`src/rtl/region_guard_n.sv`:
```
// Guard for protected code regions and a key memory window.
// Any access-rule violation forces a held system reset request.
module region_guard_n #(
    parameter int                 NREG          = 2,
    parameter logic [16*NREG-1:0] REG_BASE      = {16'hE100, 16'hA000},
    parameter logic [16*NREG-1:0] REG_SIZE      = {16'h0FFF, 16'h4000},
    parameter logic [15:0]        KMEM_BASE     = 16'h6A00,
    parameter logic [15:0]        KMEM_SIZE     = 16'h001F,
    parameter logic [15:0]        RESET_HANDLER = 16'h0000,
    parameter int                 HOLD_CYCLES   = 4,
    parameter int                 CNT_W         = 8
) (
    input  logic             clk,
    input  logic             reset,
    input  logic [15:0]      pc,
    input  logic             data_en,
    input  logic             data_wr,
    input  logic [15:0]      data_addr,
    input  logic             dma_en,
    input  logic [15:0]      dma_addr,
    input  logic             irq,
    output logic             viol_reset,
    output logic [2:0]       viol_cause,
    output logic [1:0]       viol_region,
    output logic [CNT_W-1:0] viol_count,
    output logic [NREG-1:0]  in_region
);

    localparam int HW = (HOLD_CYCLES > 1) ? $clog2(HOLD_CYCLES) : 1;
    localparam logic [HW-1:0] HOLD_LOAD = HW'(HOLD_CYCLES - 1);
    localparam logic [15:0] KMEM_LAST = KMEM_BASE + KMEM_SIZE;

    localparam logic [0:0] ST_RUN  = 1'b0;
    localparam logic [0:0] ST_KILL = 1'b1;

    logic [0:0]       r_state;
    logic [HW-1:0]    r_hold;
    logic [15:0]      r_prev_pc;
    logic [NREG-1:0]  r_in;
    logic [2:0]       r_cause;
    logic [1:0]       r_region;
    logic [CNT_W-1:0] r_count;

    logic [15:0]      w_lo [NREG];
    logic [15:0]      w_hi [NREG];
    logic [NREG-1:0]  w_pc_in;
    logic [NREG-1:0]  w_wa_in;
    logic [NREG-1:0]  w_ill_ent;
    logic [NREG-1:0]  w_ill_ext;
    logic             w_any_in;
    logic             w_kmem_d;
    logic             w_kmem_dma;
    logic [7:1]       w_c;
    logic             w_viol;
    logic [2:0]       w_cause;
    logic [1:0]       w_region;

    for (genvar g = 0; g < NREG; g++) begin : g_reg
        assign w_lo[g]      = REG_BASE[16*g +: 16];
        assign w_hi[g]      = w_lo[g] + REG_SIZE[16*g +: 16];
        assign w_pc_in[g]   = (pc >= w_lo[g]) && (pc <= w_hi[g]);
        assign w_wa_in[g]   = (data_addr >= w_lo[g]) && (data_addr <= w_hi[g]);
        assign w_ill_ent[g] = !r_in[g] && w_pc_in[g] && (pc != w_lo[g]);
        // Leaving is legal only straight after executing the last address
        assign w_ill_ext[g] = r_in[g] && !w_pc_in[g] && (r_prev_pc != w_hi[g]);
    end

    assign w_any_in   = |r_in;
    assign w_kmem_d   = (data_addr >= KMEM_BASE) && (data_addr <= KMEM_LAST);
    assign w_kmem_dma = (dma_addr >= KMEM_BASE) && (dma_addr <= KMEM_LAST);

    assign w_c[1] = |w_ill_ent;
    assign w_c[2] = |w_ill_ext;
    assign w_c[3] = irq && w_any_in;
    assign w_c[4] = dma_en && w_any_in;
    assign w_c[5] = data_en && w_kmem_d && !r_in[0];
    assign w_c[6] = dma_en && w_kmem_dma;
    assign w_c[7] = data_en && data_wr && (|w_wa_in);
    assign w_viol = |w_c;

    function automatic logic [1:0] f_low(input logic [NREG-1:0] v);
        logic [1:0] r;
        r = '0;
        for (int i = NREG - 1; i >= 0; i--) begin
            if (v[i]) r = 2'(i);
        end
        return r;
    endfunction

    always_comb begin
        w_cause  = 3'd0;
        w_region = 2'd0;
        if (w_c[1]) begin
            w_cause  = 3'd1;
            w_region = f_low(w_ill_ent);
        end else if (w_c[2]) begin
            w_cause  = 3'd2;
            w_region = f_low(w_ill_ext);
        end else if (w_c[3]) begin
            w_cause  = 3'd3;
            w_region = f_low(r_in);
        end else if (w_c[4]) begin
            w_cause  = 3'd4;
            w_region = f_low(r_in);
        end else if (w_c[5]) begin
            w_cause  = 3'd5;
        end else if (w_c[6]) begin
            w_cause  = 3'd6;
        end else if (w_c[7]) begin
            w_cause  = 3'd7;
            w_region = f_low(w_wa_in);
        end
    end

    always_ff @(posedge clk) begin
        if (reset) begin
            r_state   <= ST_RUN;
            r_hold    <= '0;
            r_prev_pc <= '0;
            r_in      <= '0;
            r_cause   <= '0;
            r_region  <= '0;
            r_count   <= '0;
        end else begin
            r_prev_pc <= pc;
            if (r_state == ST_RUN) begin
                if (w_viol) begin
                    r_state  <= ST_KILL;
                    r_hold   <= HOLD_LOAD;
                    r_cause  <= w_cause;
                    r_region <= w_region;
                    r_in     <= '0;
                    if (r_count != '1) r_count <= r_count + 1'b1;
                end else begin
                    for (int i = 0; i < NREG; i++) begin
                        if (!r_in[i] && pc == w_lo[i]) r_in[i] <= 1'b1;
                        else if (r_in[i] && !w_pc_in[i]) r_in[i] <= 1'b0;
                    end
                end
            end else begin
                r_in <= '0;
                if (r_hold != '0) r_hold <= r_hold - 1'b1;
                else if (pc == RESET_HANDLER) r_state <= ST_RUN;
            end
        end
    end

    assign viol_reset  = (r_state == ST_KILL);
    assign viol_cause  = r_cause;
    assign viol_region = r_region;
    assign viol_count  = r_count;
    assign in_region   = r_in;

endmodule
```
`config.mk`:
```
export PLATFORM = sky130hd
export DESIGN_NAME = region_guard_n
export DESIGN_NICKNAME = d
export VERILOG_FILES = /design/src/rtl/region_guard_n.sv
export SDC_FILE = /design/constraint.sdc
export NUM_CORES = 1
export LEC_CHECK = 0
export CORE_MARGIN = 2
export CORE_UTILIZATION = 45
export CTS_CLUSTER_SIZE = 25
export DETAILED_ROUTE_END_ITERATION = 10
export DONT_BUFFER_PORTS = 1
export GPL_TIMING_DRIVEN = 1
export MAX_ROUTING_LAYER = met4
export PLACE_DENSITY = 0.73
export SYNTH_ARGS = -nofsm -noshare
export SYNTH_HDL_FRONTEND = slang
export SYNTH_SLANG_ARGS = --single-unit
```
`constraint.sdc`:
```
create_clock -name clk -period 2.6 [get_ports clk]
set_input_delay 0.26 -clock clk [delete_from_list [all_inputs] [get_ports clk]]
set_output_delay 0.26 -clock clk [all_outputs]
set_load 0.05 [all_outputs]
```
---- Word-level counts from Yosys, hierarchy flattened ----
Cells that the tools add are included.
operators by class
  add/subtract/negate cells ............... 2
  magnitude comparators ................... 12
  equal/unequal tests ..................... 8
  multiplexer cells ....................... 33
  bitwise logic cells ..................... 1
  reduce and logical (&&, ||, !) cells .... 41
operator list
  kind                                                                 count
  greater-or-equal comparator 16 bit, second input constant            4
  <= comparator 16 bit, second input constant                          4
  inequality test 16 bit, second input constant                        4
  == test 16 bit, second input constant                                2
  greater-or-equal comparator 16 x 15 -> 1 bit, second input constant  2
  <= comparator 16 x 15 -> 1 bit, second input constant                2
  two-way mux 2 bit                                                    13
  logical AND 1 bit                                                    23
  two-way mux 3 bit                                                    7
  logical NOT 16 bit                                                   1
  two-way mux 1 bit                                                    13
  OR reduction 11 bit                                                  1
  OR reduction 9 bit                                                   1
  adder 8 x 1 -> 8 bit, second input constant                          1
  inequality test 8 bit, second input constant                         1
  nonzero test 2 bit                                                   4
  OR reduction 2 bit                                                   4
  logical NOT 1 bit                                                    4
  AND reduction 2 bit                                                  2
  AND reduction 3 bit                                                  1
  inequality test 2 x 1 -> 1 bit, second input constant                1
  subtractor 2 x 1 -> 2 bit, second input constant                     1
  inverter 1 bit                                                       1
storage, ports and cells
  register bits after elaboration ......... 34
  bits of input ports ..................... 54
  output and inout bits ................... 16
  word-level logic and storage cells ...... 105

---- Longest topological paths before layout ----
  depth in word-level cells ............... 11
  depth in mapped cells ................... 9

---- Worst setup path before layout ----
No wires, ideal clock.
  kind .................................... reg2reg
  start ................................... reg r_in[0] (netlist: in_region[0])
  end ..................................... reg r_in[1] (netlist: in_region[1])
  arrival ................................. 2,440 ps
  setup slack ............................. 60 ps
  cell stages (with the launch flop) ...... 8
  buffers on the path ..................... 1
  cell sequence ........................... dfxtp_1 > nor3b_1 > and4b_1 > nand2b_1 > or3_1 > buf_2 > or4_4 > a2111oi_4
between the ends
  word-level cells in the longest chain between the ends .. 4
  elaborated cells between the ends (all ways) .. 10
ends and longest elaborated chain
  element                            line    text
  start: declaration                 39      logic [NREG-1:0] r_in;
  start signal: assignment           120     r_in <= '0;
  start signal: assignment           132     r_in <= '0;
  start signal: assignment           141     r_in <= '0;
  logical NOT 1 bit                  63, 76
  logical AND 1 bit (2 in series)    63      assign w_ill_ent[g] = !r_in[g] && w_pc_in[g] && (pc != w_lo[g]);
  OR reduction 11 bit (no line) (*)  --
Every way passes the cells marked *; elsewhere a longest branch is shown, timed or not.
A chain may end at the register's enable or synchronous reset.

---- Worst setup path after layout ----
Same ends and word-level chain as after synthesis.

==> out/qor.csv <==
stage,metric,value,unit
yosys,syn_area,1680,um^2
worst_setup_path,crit_required,2790,ps
layout,n_antenna_cell,0,
clock_network,cts_resized,0,
clock_network,cts-root-buf,clkbuf_8,
worst_setup_path,reg2regPathDepth,6,
clock_network,post_cts_buffers,0,
timing,slew_headroom,52.3,%
layout,final_util,52.0,%
yosys,avgSynthCellArea,8.51,um^2
clock_network,clk_pin_slew,70,ps
timing,tns,0,ps
yosys,async_flop_share,0,%
global_routing,use_met2,29.6,%
routing,drt_iter0_drc,84,
layout,multi_input_area,961,um^2
worst_setup_path,rr_endpoint,in_region[1],
flow_run,maxCapViolCount,0,
timing,rsz0062_at_grt,no,
routing,vias,1464,
clock_network,cts_buffer_depth,2,
worst_setup_path,start_kind,flip-flop,
pwr,ir_worst_vdd,0.000221,V
worst_setup_path,r2r-start,in_region[0],
timing,period_share,90.6,%
worst_setup_path,crit_start,in_region[0],
floorplan,die_h,65.2,um
global_routing,grt.overflow.total,0,
pwr,p_total,0.00117,W
global_routing,gr-max-usage-layer,met2,
place,place_hpwl,2750,um
routing,antenna_left,0,
global_routing,grt_pass1_vias,1423,
clock_network,hold_buffers,0,
worst_setup_path,crit_arrival,2540,ps
status,status,finished clean,
pwr,p_switching,0.000278,W
global_routing,grt_max_degree,34,
floorplan,pin_count,70,
timing,final_max_slew_viol_count,0,
pwr,pwr-share-clk,42.0,%
routing,drt-total-wl,3530,um
routing,vias_per_cell,5.76,
routing,drc_errors,0,
yosys,synthDistinctLibCells,45,
min_path,worstHoldPathCells,1,
timing,finalWorstSetupSlack,245,ps
floorplan,rows,22,
worst_setup_path,end_kind,flip-flop,
routing,dr.pass1.iters,4,
routing,wl_per_cell,13.9,um
pwr,p_int,0.000897,W
pwr,power_density,622,nW/um^2
floorplan,core_area,3630,um^2
place,io_buffers,0,
place,pre_cts_ws,101,ps
timing,holdWs,33.2,ps
clock_network,htree_levels,2,
global_routing,grtUsageTotal,18.8,%
floorplan,initial_utilization,46.3,%
yosys,ys_seq_elements,33,
yosys,synth_ff_type,dfxtp_1,
worst_setup_path,crit_type,reg2reg,
yosys,yosysSeqAreaShare,39.2,%
timing,fin_crit,2360,ps
layout,final_nets,261,
yosys,yosysWarningCount,0,
place,routabilityCongestion,0.789,
timing,worst_pin_slew,715,ps
global_routing,use_met3,6.51,%
layout,syn_to_final_growth,12.1,%
worst_setup_path,crit_end,in_region[1],
pwr,pwr-share-comb,10.1,%
layout,n_fill_cell,363,
layout,final_layout_size_suffix_gt1_share,10.2,%
global_routing,grt_antenna_before_repair,0,
worst_setup_path,ff2ff_setup_slack,240,ps
floorplan,die_area,4250,um^2
worst_setup_path,cp_max_fo,8,
clock_network,cts_tree,yes,
timing,finalHoldViolCount,0,
pwr,pwr-share-seq,47.9,%
pwr,swShare,23.7,%
yosys,syn_nets,254,
yosys,synth_edf_count,0,
global_routing,met1_usage,21.6,%
timing,fmax,425,MHz
clock_network,clock-sinks,33,
floorplan,fp.dieW,65.2,um
min_path,min_path_type,in2reg,
pwr,leakage,0.653,nW
timing,setup_viol,0,
yosys,synth_cells,198,
clock_network,clock_latency,280,ps
timing,skew,5.51,ps
global_routing,grt_pass1_wl,5930,um
layout,seq_area,661,um^2
clock_network,numCtsBuffers,5,
[power groups by stage]
stage               Sequential (W)  Clock [W]  Combinational (W)
floorplan                 0.000584          0          0.0000927
global placement          0.000574          0           0.000117
detailed placement        0.000574          0           0.000119
CTS                       0.000563   0.000508           0.000120
global route              0.000566   0.000532           0.000134
finish                    0.000563   0.000493           0.000119
[cell usage in the layout (no fill, tap or decap), drive strengths merged, types with 2 or more instances in the layout]
master | Yosys | final
dfxtp | 33 | 33
nor2b | 19 | 19
nor2 | 14 | 14
a21oi | 14 | 14
o21ai | 13 | 13
nor3 | 13 | 13
nand3 | 8 | 8
buf | 3 | 8
inv | 7 | 7
nand2 | 7 | 7
clkbuf | 5 | 6
nor4 | 6 | 6
or3 | 5 | 5
nand4 | 5 | 5
o31ai | 5 | 5
or4 | 4 | 4
nor4bb | 3 | 3
a41o | 2 | 2
o21a | 2 | 2
nor3b | 2 | 2
and4b | 2 | 2
nor4b | 2 | 2
nand4b | 2 | 2
a31oi | 2 | 2
mux2i | 2 | 2
a211oi | 2 | 2
ha | 2 | 2
[cell families after synthesis]
family / after synthesis / share of synthesized area [%]
xor+xnor: 2 / 1.04
buf+inv: 15 / 3.72
fa+ha+maj: 2 / 1.49
simple gates: 97 / 35.0
mux: 2 / 1.19
other cells: 1 / 0.223
flops: 33 / 39.2
compound gates: 46 / 18.1
[layout make-up]
type | instances | share of cell area [%]
clock buffers | 6 | 4.37
clock inverters | 2 | 1.99
inverters | 7 | 1.39
multi-input cells | 150 | 50.9
flip-flops and latches | 33 | 35.0
well taps | 48 | 3.18
repair buffers | 8 | 3.18
[cells in the mapped netlist (all sizes together), types with 3 or more instances]
cell type	count	area [um^2]
dfxtp	33	661
nor2	14	52.6
nor3	13	70.1
or3	5	31.3
nor2b	19	119
buf	3	17.5
nand4	5	31.3
nor4	6	43.8
o21ai	13	65.1
nand2	7	26.3
nand3	8	40.0
or4	4	37.5
inv	7	26.3
a21oi	14	70.1
nor4bb	3	30.0
o31ai	5	37.5
clkbuf	5	18.8
[flip-flops by register name, indices dropped and copies added, names as in the netlist]
name	count
viol_cause	3
r_hold	2
viol_reset	1
r_prev_pc	16
in_region	2
viol_region	1
viol_count	8
[layer usage]
metal / wire (um) / part of all wire [%]
met3: 284 / 8.0
met4: 65 / 1.8
met1: 1560 / 44
met2: 1630 / 46
met5: 0 / 0
[critical path, stage by stage, from the launching register on]
cell and delay (ps):
dfxtp_1 480, nor3b_1 100, and4b_1 220, nand2b_1 160, or3_1 390, or4_4 590, a2111oi_4 320
[per-stage QoR]
step	instances	area, um^2
6_report	254	1890
5_1_grt	254	1890
4_1_cts	254	1890
3_5_place_dp	246	1770
3_3_place_gp	246	1770
2_1_floorplan	198	1680
[how the worst min path moves through the flow]
stage               start            end  slack [ps]
floorplan           reset  r_prev_pc[15]         340
global placement    reset   in_region[1]         330
detailed placement  reset   in_region[1]         330
CTS                 reset   in_region[1]          20
global route        reset   in_region[1]          20
finish              reset  viol_count[2]          30
Power figures use the tool's default switching activity.
